## config.mk

```make
export PLATFORM = sky130hd
export DESIGN_NAME = el2_dccm_port_arb
export DESIGN_NICKNAME = d
export VERILOG_FILES = /design/src/rtl/el2_dccm_port_arb.sv
export SDC_FILE = /design/constraint.sdc
export NUM_CORES = 1
export LEC_CHECK = 0
export CAP_MARGIN = 10
export CORE_MARGIN = 4
export CORE_UTILIZATION = 26
export CTS_BUF_LIST = sky130_fd_sc_hd__clkbuf_4 sky130_fd_sc_hd__clkbuf_8 sky130_fd_sc_hd__clkbuf_16
export DETAILED_ROUTE_END_ITERATION = 10
export GPL_ROUTABILITY_DRIVEN = 0
export GPL_TIMING_DRIVEN = 0
export PLACE_DENSITY = 0.69
export SYNTH_ARGS = -nofsm -noshare
export SYNTH_HDL_FRONTEND = slang
export SYNTH_SLANG_ARGS = --single-unit
```

## constraint.sdc

```tcl
create_clock -name clk -period 1.9 [get_ports clk]
set_clock_uncertainty 0.15 [all_clocks]
set_input_delay 0.285 -clock clk [delete_from_list [all_inputs] [get_ports clk]]
set_output_delay 0.285 -clock clk [all_outputs]
set_load 0.05 [all_outputs]
```

## src/rtl/el2_dccm_port_arb.sv

```systemverilog
// -----------------------------------------------------------------------------
// el2_dccm_port_arb
//
// Shares the single DCCM read/write port between the LSU and the DMA slave.
// The LSU is unbuffered and has default priority. The DMA has a one-entry
// request buffer. A saturating counter lets a blocked DMA entry take the port
// after DMA_STARVE_MAX cycles. The arbiter drives the DCCM low-lane
// control/data and routes the 1-cycle-latency read data back to whichever
// requester issued the read.
//
// Ports
//   clk, rst            : core clock, synchronous active-high reset
//   lsu_req_*           : LSU request (valid/wr/addr/wdata) and ready (grant)
//   dma_req_*           : DMA request (valid/wr/addr/wdata/tag) and ready
//                         (buffer can accept)
//   dccm_*              : DCCM port drive and returning read data
//   lsu_rd_*            : LSU read response
//   dma_rd_*            : DMA read response with tag
//   dma_starve          : starvation override active this cycle
// -----------------------------------------------------------------------------
module el2_dccm_port_arb #(
   parameter int DCCM_BITS        = 16,
   parameter int DCCM_FDATA_WIDTH = 39,
   parameter int DMA_STARVE_MAX   = 7,
   parameter int DMA_TAG_W        = 3
) (
   input  logic                        clk,
   input  logic                        rst,

   input  logic                        lsu_req_valid,
   input  logic                        lsu_req_wr,
   input  logic [DCCM_BITS-1:0]        lsu_req_addr,
   input  logic [DCCM_FDATA_WIDTH-1:0] lsu_req_wdata,
   output logic                        lsu_req_ready,

   input  logic                        dma_req_valid,
   input  logic                        dma_req_wr,
   input  logic [DCCM_BITS-1:0]        dma_req_addr,
   input  logic [DCCM_FDATA_WIDTH-1:0] dma_req_wdata,
   input  logic [DMA_TAG_W-1:0]        dma_req_tag,
   output logic                        dma_req_ready,

   output logic                        dccm_wren,
   output logic                        dccm_rden,
   output logic [DCCM_BITS-1:0]        dccm_wr_addr_lo,
   output logic [DCCM_BITS-1:0]        dccm_rd_addr_lo,
   output logic [DCCM_FDATA_WIDTH-1:0] dccm_wr_data_lo,
   input  logic [DCCM_FDATA_WIDTH-1:0] dccm_rd_data_lo,

   output logic                        lsu_rd_valid,
   output logic [DCCM_FDATA_WIDTH-1:0] lsu_rd_data,
   output logic                        dma_rd_valid,
   output logic [DMA_TAG_W-1:0]        dma_rd_tag,
   output logic [DCCM_FDATA_WIDTH-1:0] dma_rd_data,
   output logic                        dma_starve
);

   localparam int CNT_W = $clog2(DMA_STARVE_MAX + 1);
   localparam logic [CNT_W-1:0] STARVE_MAX = CNT_W'(DMA_STARVE_MAX);

   // DMA request buffer
   logic                        buf_valid_q, buf_valid_d;
   logic                        buf_wr_q,    buf_wr_d;
   logic [DCCM_BITS-1:0]        buf_addr_q,  buf_addr_d;
   logic [DCCM_FDATA_WIDTH-1:0] buf_wdata_q, buf_wdata_d;
   logic [DMA_TAG_W-1:0]        buf_tag_q,   buf_tag_d;

   // Starvation counter and read-return tracking
   logic [CNT_W-1:0]            starve_cnt_q, starve_cnt_d;
   logic                        rd_pend_lsu_q, rd_pend_lsu_d;
   logic                        rd_pend_dma_q, rd_pend_dma_d;
   logic [DMA_TAG_W-1:0]        rd_tag_q, rd_tag_d;

   logic starve_active;
   logic dma_grant;
   logic lsu_grant;
   logic dma_accept;

   // Every grant/ready term is qualified with !rst so that all outputs read 0
   // while reset is held, even though the flops only clear at the edge.
   // None of these depend on dccm_rd_data_lo.
   assign starve_active = !rst && buf_valid_q && (starve_cnt_q == STARVE_MAX);
   assign dma_grant     = !rst && buf_valid_q && (!lsu_req_valid || starve_active);
   assign lsu_grant     = !rst && lsu_req_valid && !dma_grant;
   assign dma_accept    = dma_req_valid && dma_req_ready;

   assign dma_starve    = starve_active;
   assign lsu_req_ready = lsu_grant;
   assign dma_req_ready = !rst && (!buf_valid_q || dma_grant);

   // Port drive: mux of the granted request, zeros when idle.
   always_comb begin
      dccm_wren       = 1'b0;
      dccm_rden       = 1'b0;
      dccm_wr_addr_lo = '0;
      dccm_rd_addr_lo = '0;
      dccm_wr_data_lo = '0;
      if (dma_grant) begin
         dccm_wren       = buf_wr_q;
         dccm_rden       = !buf_wr_q;
         dccm_wr_addr_lo = buf_addr_q;
         dccm_rd_addr_lo = buf_addr_q;
         dccm_wr_data_lo = buf_wdata_q;
      end else if (lsu_grant) begin
         dccm_wren       = lsu_req_wr;
         dccm_rden       = !lsu_req_wr;
         dccm_wr_addr_lo = lsu_req_addr;
         dccm_rd_addr_lo = lsu_req_addr;
         dccm_wr_data_lo = lsu_req_wdata;
      end
   end

   // Next-state logic
   always_comb begin
      buf_valid_d  = buf_valid_q;
      buf_wr_d     = buf_wr_q;
      buf_addr_d   = buf_addr_q;
      buf_wdata_d  = buf_wdata_q;
      buf_tag_d    = buf_tag_q;
      starve_cnt_d = starve_cnt_q;

      // A reload in the grant cycle wins over the clear, giving 1 req/cycle.
      if (dma_accept) begin
         buf_valid_d = 1'b1;
         buf_wr_d    = dma_req_wr;
         buf_addr_d  = dma_req_addr;
         buf_wdata_d = dma_req_wdata;
         buf_tag_d   = dma_req_tag;
      end else if (dma_grant) begin
         buf_valid_d = 1'b0;
      end

      // The counter measures how long the current buffered entry has waited,
      // so a grant restarts it even if a new entry is loaded the same cycle.
      if (dma_grant || !buf_valid_q) begin
         starve_cnt_d = '0;
      end else if (starve_cnt_q != STARVE_MAX) begin
         starve_cnt_d = starve_cnt_q + CNT_W'(1);
      end

      rd_pend_lsu_d = lsu_grant && !lsu_req_wr;
      rd_pend_dma_d = dma_grant && !buf_wr_q;
      rd_tag_d      = (dma_grant && !buf_wr_q) ? buf_tag_q : rd_tag_q;
   end

   always_ff @(posedge clk) begin
      if (rst) begin
         buf_valid_q   <= 1'b0;
         buf_wr_q      <= 1'b0;
         buf_addr_q    <= '0;
         buf_wdata_q   <= '0;
         buf_tag_q     <= '0;
         starve_cnt_q  <= '0;
         rd_pend_lsu_q <= 1'b0;
         rd_pend_dma_q <= 1'b0;
         rd_tag_q      <= '0;
      end else begin
         buf_valid_q   <= buf_valid_d;
         buf_wr_q      <= buf_wr_d;
         buf_addr_q    <= buf_addr_d;
         buf_wdata_q   <= buf_wdata_d;
         buf_tag_q     <= buf_tag_d;
         starve_cnt_q  <= starve_cnt_d;
         rd_pend_lsu_q <= rd_pend_lsu_d;
         rd_pend_dma_q <= rd_pend_dma_d;
         rd_tag_q      <= rd_tag_d;
      end
   end

   // Read return. The pending flags are gated by rst so that a read granted
   // just before reset never produces a response.
   assign lsu_rd_valid = !rst && rd_pend_lsu_q;
   assign dma_rd_valid = !rst && rd_pend_dma_q;
   assign dma_rd_tag   = rst ? '0 : rd_tag_q;
   assign lsu_rd_data  = lsu_rd_valid ? dccm_rd_data_lo : '0;
   assign dma_rd_data  = dma_rd_valid ? dccm_rd_data_lo : '0;

endmodule
```

==> results.txt, run 1 <==
status = finished with violations
failing checks = setup timing
area delta synth->final = 122%
dpl hpwl = 13.4 mm
placed cells = 900
Post-Syn Area per Cell = 9.62 µm²
worst-path maximum fanout = 6
Tcrit/Tclk final = 131%
WS Path Type = reg -> out
gr ovfl total = 0
worst vdd ir = 0.324 mV
Worst Path Required = 1460 ps
Fill cells = 1252
core area = 0.0145 mm²
full die area = 0.0168 mm²
Ys Warns = 0
DP Area = 0.00794 mm²
Synth area leader = dfxtp_1
Yosys cell types = 23
register area share after synthesis = 35.4%
share of cells above drive strength 1 = 48.3%
Max Cap Viol = 0
Worst R2R Start = starve_cnt_q[0]
crit path DAT = 2060 ps
clk slew on worst S/H paths = 60 ps
synthesized cell area = 0.00385 mm²
critical path launch point = starve_cnt_q[0]
TritonCTS Buffers = 9
Cell Count, Final, Fillers Out = 927
CTS tree = built
input/output buffers = 316
via-per-instance ratio = 4.51
die height = 130 µm
worst min-delay path class = reg -> reg
Slew HR = 63.0%
clk sinks = 68
Clk Latency, worst-skew pair = 320 ps
Avg WL per Cell = 17.9 µm
DR iter-0 viols = 67
worst setup margin = -597 ps
Pleak = 3.90 nW
top-area cell type share of the netlist area = 35.4%
Worst-Margin Slew = 558 ps
Hold-fix buffers, CTS = 0
H-tree depth = 3
largest net degree at the start of global routing = 13
io pins = 317
# setup viols final = 134
Routed Antenna Nets = 0
RSZ-0062 raised after global routing = yes
first-pass GRT wire length = 24.2 mm
largest cells by area after synthesis = dfxtp_1 (35%), mux2_2 (15%), and2_1 (13%)
vias in the first global route = 4472
n_diodes = 0
power per cell area = 583 mW/mm²
Final Cell Area = 0.00853 mm²
hold path start = starve_cnt_q[0]
GRT Util Overall = 18.6%
starting density of the core = 26.5%
Design Power = 4.97 mW
routed vias = 4181
DRT Pass-1 Iters = 5
final wirelength = 16.6 mm
Synth Instances = 400
Longest Clk Path Bufs = 2
die width = 130 µm
syn_nets = 560
final hold viol count = 0
clock root buffer = clkbuf_16
final net count = 898
Final min period = 2500 ps
Worst Setup End Kind = output pin
Startpoint Class = flip-flop
Max Slew Vio Count = 0
fmax = 401 MHz
# rows = 44
post-synthesis register bit count = 68
initial antenna violation count = 0
drt drc = 0
path summary, 6_finish.rpt:
| path | to | slack, ps | depth (start not counted) |
|---|---|---|---|
| worst min-delay path | starve_cnt_q[0] | 290 | 1 |
| worst min register to register | starve_cnt_q[0] | 290 | 1 |
| worst max register to register | buf_wdata_q[4] | -270 | 8 |
| worst max-delay path | dccm_wr_addr_lo[0] | -600 | 9 |
synth_stat cells, drive strengths merged:
| cell | number |
|---|---|
| ha | 2 |
| nor2b | 65 |
| inv | 5 |
| o21ai | 1 |
| clkbuf | 20 |
| and2 | 81 |
| buf | 29 |
| a21o | 1 |
| mux2 | 62 |
| and3 | 2 |
| a211o | 1 |
| a211oi | 1 |
| a22o | 56 |
| nand3 | 1 |
| nand2b | 1 |
| nor2 | 2 |
| a21oi | 1 |
| dfxtp | 68 |
| nand2 | 1 |
critical path: stages (launching register included):
cell and delay (ps):
dfxtp_2 330, ha_4 160, ha_4 170, nand2b_4 130
and2_4 170, buf_12 150, buf_12 130, a22o_4 230
buf_8 120, buf_8 140
per-layer routing:
layer / track usage [%] / routed length, µm / up-vias
met4: 6.17 / 403 / 0
met2: 35.4 / 8910 / 186
met5: 0 / 0 / -
met3: 4.45 / 1360 / 22
met1: 19.9 / 5940 / 1937
li1: - / - / 2036
state kept, by name, summed over array words and instances (netlist names):
register / flops
buf_addr_q: 16
buf_tag_q: 3
buf_valid_q: 1
buf_wdata_q: 39
buf_wr_q: 1
rd_pend_dma_q: 1
rd_pend_lsu_q: 1
rd_tag_q: 3
starve_cnt_q: 3
stage by stage:
step	util, %	setup WS [ps]	TNS (ps)	hold slack [ps]
finish	58.7	-597	-47340	287
CTS	56.8	-615	-49310	271
global placement	54.6	-1400	-227070	265
floorplan	-	-177	-5200	255
detailed placement	54.6	-1440	-233800	272
global route	58.7	-646	-54550	302
where the power goes:
part	internal (mW)	switching, mW
combinational	0.838	0.726
clock	1.18	0.622
sequential	1.53	0.0699
total	3.55	1.42
cell families after synthesis:
group | share of synthesized area [%]
mux | 18.1
simple gates | 24.6
flops | 35.4
buf+inv | 7.44
compound gates | 13.8
fa+ha+maj | 0.650
layout make-up:
class	count	area, µm²	share of cell area, %
Buffer	48	574	6.73
Sequential cell	68	1360	16.0
Clock inverter	6	86.3	1.01
Timing Repair Buffer	328	3270	38.3
Tap cell	184	230	2.70
Multi-Input combinational cell	278	2750	32.2
Clock buffer	10	239	2.80
Inverter	5	18.8	0.220
cell usage in the layout (no fill, tap or decap), types with 2 or more instances in the layout:
master,synthesis,layout
clkinv_2,0,2
and3_1,2,2
dlygate4sd2_1,0,2
buf_4,17,38
buf_8,0,43
nor2b_1,65,61
a22o_2,0,6
buf_12,0,8
clkdlybuf4s50_1,0,156
mux2_1,10,10
dfxtp_2,0,2
clkbuf_4,0,62
buf_2,10,10
clkbuf_8,0,2
nor2b_4,0,3
and2_2,0,9
buf_6,1,43
clkbuf_16,0,12
ha_4,0,2
inv_1,5,5
nor2_1,2,2
clkbuf_1,20,6
mux2_2,52,52
a22o_4,0,50
and2_1,81,71
dfxtp_1,68,66
bufinv_16,0,2
repair_timing:
action / in CTS / in global routing
pin swaps: 9 / 6
setup endpoints to repair: 218 / 202
buffers inserted: 6 / 2
gates resized for setup: 987 / 102
cloned: 4 / 1
Power figures use the tool's default switching activity.
==> run 2, diff against run 1 <==
--- a/config.mk
+++ b/config.mk
@@ -5,14 +5,14 @@
 export SDC_FILE = /design/constraint.sdc
 export NUM_CORES = 1
 export LEC_CHECK = 0
-export CAP_MARGIN = 10
 export CORE_MARGIN = 4
 export CORE_UTILIZATION = 26
 export CTS_BUF_LIST = sky130_fd_sc_hd__clkbuf_4 sky130_fd_sc_hd__clkbuf_8 sky130_fd_sc_hd__clkbuf_16
 export DETAILED_ROUTE_END_ITERATION = 10
 export GPL_ROUTABILITY_DRIVEN = 0
 export GPL_TIMING_DRIVEN = 0
-export PLACE_DENSITY = 0.69
+export PLACE_DENSITY = 0.67
+export RECOVER_POWER = 50
 export SYNTH_ARGS = -nofsm -noshare
 export SYNTH_HDL_FRONTEND = slang
 export SYNTH_SLANG_ARGS = --single-unit
==> constraint.sdc (replaced) <==
create_clock -name clk -period 2.6 [get_ports clk]
set_clock_uncertainty 0.15 [all_clocks]
set_input_delay 0.39 -clock clk [delete_from_list [all_inputs] [get_ports clk]]
set_output_delay 0.39 -clock clk [all_outputs]
set_load 0.05 [all_outputs]
==> results.txt, run 2 (synthesis results as in run 1) <==
status = finished with violations
failing checks = setup timing
worst setup margin = -13.8 ps (+583 ps)
clk sinks = 68 (unchanged)
input/output buffers = 316 (unchanged)
GRT Util Overall = 19.1% (+0.53 points)
Longest Clk Path Bufs = 2 (unchanged)
clk slew on worst S/H paths = 50 ps (about the same)
starting density of the core = 26.5% (unchanged)
most frequent cells in the layout = clkdlybuf4s50_1 (157), and2_1 (68), dfxtp_1 (66), nor2b_1 (62), mux2_2 (52)
Pleak = 3.45 nW (-12%)
Startpoint Class = flip-flop
first-pass GRT wire length = 24.4 mm (+0.74%)
routed vias = 4184 (+0.072%)
gr ovfl total = 0 (unchanged)
die width = 130 µm (unchanged)
Worst Setup End Kind = output pin
drt drc = 0 (unchanged)
crit path DAT = 2070 ps (about the same)
Avg WL per Cell = 18.5 µm (+3.0%)
final net count = 892 (-0.67%)
worst vdd ir = 0.246 mV (-24%)
Design Power = 3.38 mW (-32%)
Fill cells = 1412 (+13%)
Clk Latency, worst-skew pair = 330 ps (about the same)
n_diodes = 0 (unchanged)
Max Cap Viol = 0 (unchanged)
WS Path Type = reg -> out
dpl hpwl = 13.6 mm (+1.8%)
Max Slew Vio Count = 0 (unchanged)
Final min period = 2610 ps
die height = 130 µm (unchanged)
# setup viols final = 1 (-99%)
largest net degree at the start of global routing = 11 (-2)
Cell Count, Final, Fillers Out = 919 (-0.86%)
share of cells above drive strength 1 = 38.4% (-10 points)
clock root buffer = clkbuf_16
DRT Pass-1 Iters = 4 (-1)
area delta synth->final = 92.8%
DR iter-0 viols = 66 (-1.5%)
Reg area = 0.00136 mm² (unchanged)
max FFs per register = 39 (unchanged)
full die area = 0.0168 mm² (unchanged)
registers with the most flip-flops = buf_wdata_q: 39 flops, buf_addr_q: 16 flops
placed cells = 900 (unchanged)
final hold viol count = 0 (unchanged)
H-tree depth = 3 (unchanged)
via-per-instance ratio = 4.55 (+0.94%)
Hold-fix buffers, CTS = 0 (unchanged)
power per cell area = 455 mW/mm² (-22%)
initial antenna violation count = 0 (unchanged)
Multi-input gate area = 0.00235 mm² (-14%)
final wirelength = 17.0 mm (+2.1%)
RSZ-0062 raised after global routing = yes
CTS tree = built
core area = 0.0145 mm² (unchanged)
Worst-Margin Slew = 656 ps (+97.9 ps)
commonest non-fill, non-tap cell in the layout = clkdlybuf4s50_1
worst min-delay path class = reg -> reg
vias in the first global route = 4345 (-2.8%)
Worst Path Required = 2060 ps (+600 ps)
# rows = 44 (unchanged)
Routed Antenna Nets = 0 (unchanged)
Tcrit/Tclk final = 101%
fmax = 383 MHz
worst-path maximum fanout = 6 (unchanged)
TritonCTS Buffers = 9 (unchanged)
Biggest register = buf_wdata_q
Slew HR = 56.5% (-6.5 points)
io pins = 317 (unchanged)
==> run 2: cell types whose count changed in the layout (fill, tap and decap cells not counted), moves of 12 or more <==
cell,previous run,this run
a22o_1,0,45
clkbuf_4,62,9
and2_0,0,12
buf_8,43,7
a22o_4,50,11
buf_2,10,48
clkbuf_2,0,37
==> run 2: what timing repair did <==
item	in CTS	in global routing
pin swaps	3	2
gates cloned	3	0
gates resized for setup	692	179
endpoints found under the setup margin	159	133
setup buffers	3	0
==> run 2: path summary, 6_finish.rpt <==
kind	from	endpoint	slack, ps	cells past startpoint
min	starve_cnt_q[0]	starve_cnt_q[0]	280	1
min reg2reg	starve_cnt_q[0]	starve_cnt_q[0]	280	1
max	starve_cnt_q[0]	dccm_wr_addr_lo[3]	-10	9
max reg2reg	starve_cnt_q[0]	buf_wdata_q[7]	170	7
==> run 2: area by class of cell <==
type	count	area share, %
sequential	68	18.4
clock inverter	2	0.472
clock buffer	12	3.51
tap	184	3.10
timing repair buffer	322	37.9
inverter	5	0.253
multi-input combinational	278	31.7
buffer	48	4.74
==> run 2: per-layer routing <==
layer,wire [µm],GRT usage [%]
met1,6020,19.6
met2,9140,37.0
met3,1580,5.85
met4,229,5.50
met5,0,0
==> run 2: stage by stage <==
stage	hold slack (ps)	setup slack [ps]	util, %	setup TNS [ps]	instance area (µm²)
CTS	290	-15.3	52.9	-52.2	7690
finish	280	-13.8	51.1	-13.8	7420
global route	306	-67.6	51.1	-1310	7420
detailed placement	273	-1170	49.9	-129420	7250
global placement	261	-1120	49.9	-123740	7250
floorplan	247	1.32	-	0	3860
==> run 2: power by group <==
| part | internal [mW] | switching, mW |
|---|---|---|
| registers | 1.12 | 0.0408 |
| logic | 0.495 | 0.500 |
| clock network | 0.793 | 0.431 |
| total | 2.41 | 0.972 |
==> run 2: critical path, cell delays in order, from the launching register on <==
cell      delay [ps]
dfxtp_2          330
ha_4             160
ha_4             170
nand2b_4         140
and2_4           180
buf_8            140
buf_8            130
a22o_4           230
buf_6            120
buf_8            140
==> run 3, diff against run 2 <==
--- a/config.mk
+++ b/config.mk
@@ -5,13 +5,15 @@
 export SDC_FILE = /design/constraint.sdc
 export NUM_CORES = 1
 export LEC_CHECK = 0
+export ABC_AREA = 1
+export CAP_MARGIN = 20
 export CORE_MARGIN = 4
 export CORE_UTILIZATION = 26
 export CTS_BUF_LIST = sky130_fd_sc_hd__clkbuf_4 sky130_fd_sc_hd__clkbuf_8 sky130_fd_sc_hd__clkbuf_16
 export DETAILED_ROUTE_END_ITERATION = 10
 export GPL_ROUTABILITY_DRIVEN = 0
 export GPL_TIMING_DRIVEN = 0
-export PLACE_DENSITY = 0.67
+export PLACE_DENSITY = 0.65
 export RECOVER_POWER = 50
 export SYNTH_ARGS = -nofsm -noshare
 export SYNTH_HDL_FRONTEND = slang
==> results.txt, run 3 <==
DRT Pass-1 Iters = 4 (unchanged)
setup_tns = 0 ps (+13.8 ps)
WS Path Type = in -> out
TritonCTS Buffers = 9 (unchanged)
worst setup margin = 43.0 ps (+56.8 ps)
most frequent cells in the layout = nand2_1 (185), clkdlybuf4s50_1 (155), nor2_1 (145), inv_1 (108), dfxtp_1 (66)
Adder-Cell Fraction of Synth Area = 0.617% (-0.033 points)
placed cells = 1232 (+37%)
Cell Count, Final, Fillers Out = 1255 (+37%)
full die area = 0.0177 mm² (+5.0%)
Synth Flop Type = dfxtp_1
via-per-instance ratio = 4.20 (-7.8%)
clk sinks = 68 (unchanged)
GR peak layer = met2
n_diodes = 0 (unchanged)
area delta synth->final = 96.7%
Fill cells = 1578 (+12%)
final hold viol count = 0 (unchanged)
die height = 133 µm (+2.5%)
top post-synthesis cells by count = nand2_1 (190), nor2_1 (146), inv_1 (110), dfxtp_1 (68), nand3_1 (60)
status = finished, final reports clean
Worst Path Required = 2060 ps (about the same)
Synth area leader = dfxtp_1
Synth Instances = 706 (+77%)
Post-Synth XOR/XNOR Area = 0% (unchanged)
Post-synth EDFFs = 0 (unchanged)
Clk Latency, worst-skew pair = 330 ps (about the same)
Worst-Margin Slew = 551 ps (-105 ps)
Longest Clk Path Bufs = 2 (unchanged)
simple-gate share of the synthesized area = 38.9% (+14 points)
registers with the most flip-flops = buf_wdata_q: 39 flops, buf_addr_q: 16 flops
Yosys cell types = 18 (-22%)
worst min-delay path class = reg -> reg
grt met3 use = 5.02% (-0.83 points)
io pins = 317 (unchanged)
Ys Warns = 0 (unchanged)
Startpoint Class = input pin
die width = 133 µm (+2.5%)
share of cells above drive strength 1 = 21.4% (-17 points)
Compound-Gate Fraction of Synth Area = 8.05% (-5.7 points)
input/output buffers = 315 (-0.32%)
final net count = 1199 (+34%)
post-synthesis register bit count = 68 (unchanged)
met2 Use GR = 36.1% (-0.89 points)
syn_nets = 866 (+55%)
clock root buffer = clkbuf_16
# rows = 45 (+2.3%)
gr ovfl total = 0 (unchanged)
Hold-fix buffers, CTS = 0 (unchanged)
starting density of the core = 26.6% (+0.096 points)
main combinational cell family by area after synthesis = simple AND/OR/NAND/NOR gates
first-pass GRT wire length = 26.9 mm (+11%)
H-tree depth = 3 (unchanged)
DR iter-0 viols = 146 (+120%)
post-synthesis mux area share = 0% (-18 points)
drt drc = 0 (unchanged)
commonest non-fill, non-tap cell in the layout = nand2_1
GRT Util Overall = 19.1% (+0.042 points)
Pleak = 3.99 nW (+16%)
largest net degree at the start of global routing = 17 (+6)
largest cells by area after synthesis = dfxtp_1 (34%), nand2_1 (18%), nor2_1 (14%)
crit path DAT = 2020 ps (-50 ps)
CTS tree = built
fmax = 391 MHz (+2.2%)
vias in the first global route = 5204 (+20%)
register area share after synthesis = 33.6% (-1.8 points)
dpl hpwl = 14.5 mm (+6.1%)
Setup WS pre-CTS = -852 ps (+317 ps)
Avg WL per Cell = 14.5 µm (-21%)
Design Power = 3.55 mW (+5.0%)
worst-path maximum fanout = 8 (+2)
routed vias = 5268 (+26%)
Max Cap Viol = 0 (unchanged)
top-area cell type share of the netlist area = 33.6% (-1.8 points)
Final min period = 2560 ps (-56.8 ps)
Layout Utilization = 52.3% (+1.2 points)
# setup viols final = 0 (-1)
initial antenna violation count = 0 (unchanged)
RSZ-0062 raised after global routing = yes
Post-Syn Area per Cell = 5.74 µm² (-40%)
power per cell area = 445 mW/mm² (-2.3%)
Biggest register = buf_wdata_q
Slew HR = 63.4% (+6.9 points)
core area = 0.0153 mm² (+5.0%)
synthesized cell area = 0.00406 mm² (+5.4%)
worst vdd ir = 0.236 mV (-4.0%)
Tcrit/Tclk final = 98.3% (-2.2 points)
Max Slew Vio Count = 0 (unchanged)
GRT met1 Usage = 20.9% (+1.3 points)
count leader, synth = nand2_1
Routed Antenna Nets = 0 (unchanged)
share of flip-flops with an asynchronous set or reset = 0% (unchanged)
max FFs per register = 39 (unchanged)
worst hold margin = 279 ps (-0.954 ps)
clk slew on worst S/H paths = 50 ps (about the same)
final wirelength = 18.2 mm (+7.3%)
DP Area = 0.00751 mm² (+3.6%)
Final Cell Area = 0.00798 mm² (+7.5%)
Worst Setup End Kind = output pin
[run 3: changes by cell type in the layout (fill, tap and decap cells not counted), sizes merged, moves of 62 or more]
cell / before / now
and2: 81 / 0
inv: 5 / 112
mux2: 62 / 0
nand2: 1 / 190
nor2: 2 / 148
nor2b: 65 / 0
[run 3: where the power goes]
group / switching (mW) / leakage (nW) / internal [mW]
registers: 0.0203 / 0.561 / 1.12
clock network: 0.451 / 0.163 / 0.871
logic: 0.630 / 3.27 / 0.459
[run 3: what timing repair did]
| item | in CTS | in global routing |
|---|---|---|
| pin swaps | 2 | 0 |
| setup endpoints to repair | 159 | 81 |
| gates resized for setup | 703 | 76 |
| gates cloned | 1 | 3 |
| setup buffers | 3 | 1 |
[run 3: layout make-up]
cell class                 count  area, µm²  area share, %
buffer                        61        415           5.21
clock buffer                  11        246           3.09
clock inverter                 5       75.1          0.941
inverter                     112        428           5.36
multi-input combinational    464       2110           26.4
sequential                    68       1360           17.1
tap                          211        264           3.31
timing repair buffer         323       3080           38.6
[run 3: path summary, 6_finish.rpt]
| kind | startpoint | end | slack (ps) | cells past startpoint |
|---|---|---|---|---|
| hold / removal | starve_cnt_q[0] | starve_cnt_q[0] | 280 | 1 |
| setup reg to reg | starve_cnt_q[1] | buf_wdata_q[11] | 330 | 9 |
| hold reg to reg | starve_cnt_q[0] | starve_cnt_q[0] | 280 | 1 |
| setup / recovery | lsu_req_valid | dccm_wr_data_lo[28] | 40 | 10 |
[run 3: kinds of logic (layout without fill, tap and decap cells)]
| family | count (synthesis) | count (layout) |
|---|---|---|
| buffers and inverters | 174 | 512 |
| adders and majority gates | 2 | 2 |
| AOI/OAI and AO/OA | 63 | 63 |
| DFF | 68 | 68 |
| and+or+nand+nor | 399 | 399 |
[run 3: worst max-delay path, stage by stage]
cell and delay [ps]:
clkdlybuf4s50_1 530, inv_1 90, nor2_1 190, nand2_4 90, inv_6 90, buf_12 160
clkbuf_16 150, nand2_1 40, o21ai_1 90, buf_6 180
[run 3: metal layers]
| layer | vias to the layer above | share of wire (%) | wire (µm) |
|---|---|---|---|
| met1 | 2300 | 38 | 6990 |
| li1 | 2752 | - | - |
| met5 | - | 0 | 0 |
| met2 | 191 | 53 | 9570 |
| met3 | 25 | 7.2 | 1320 |
| met4 | 0 | 1.9 | 344 |
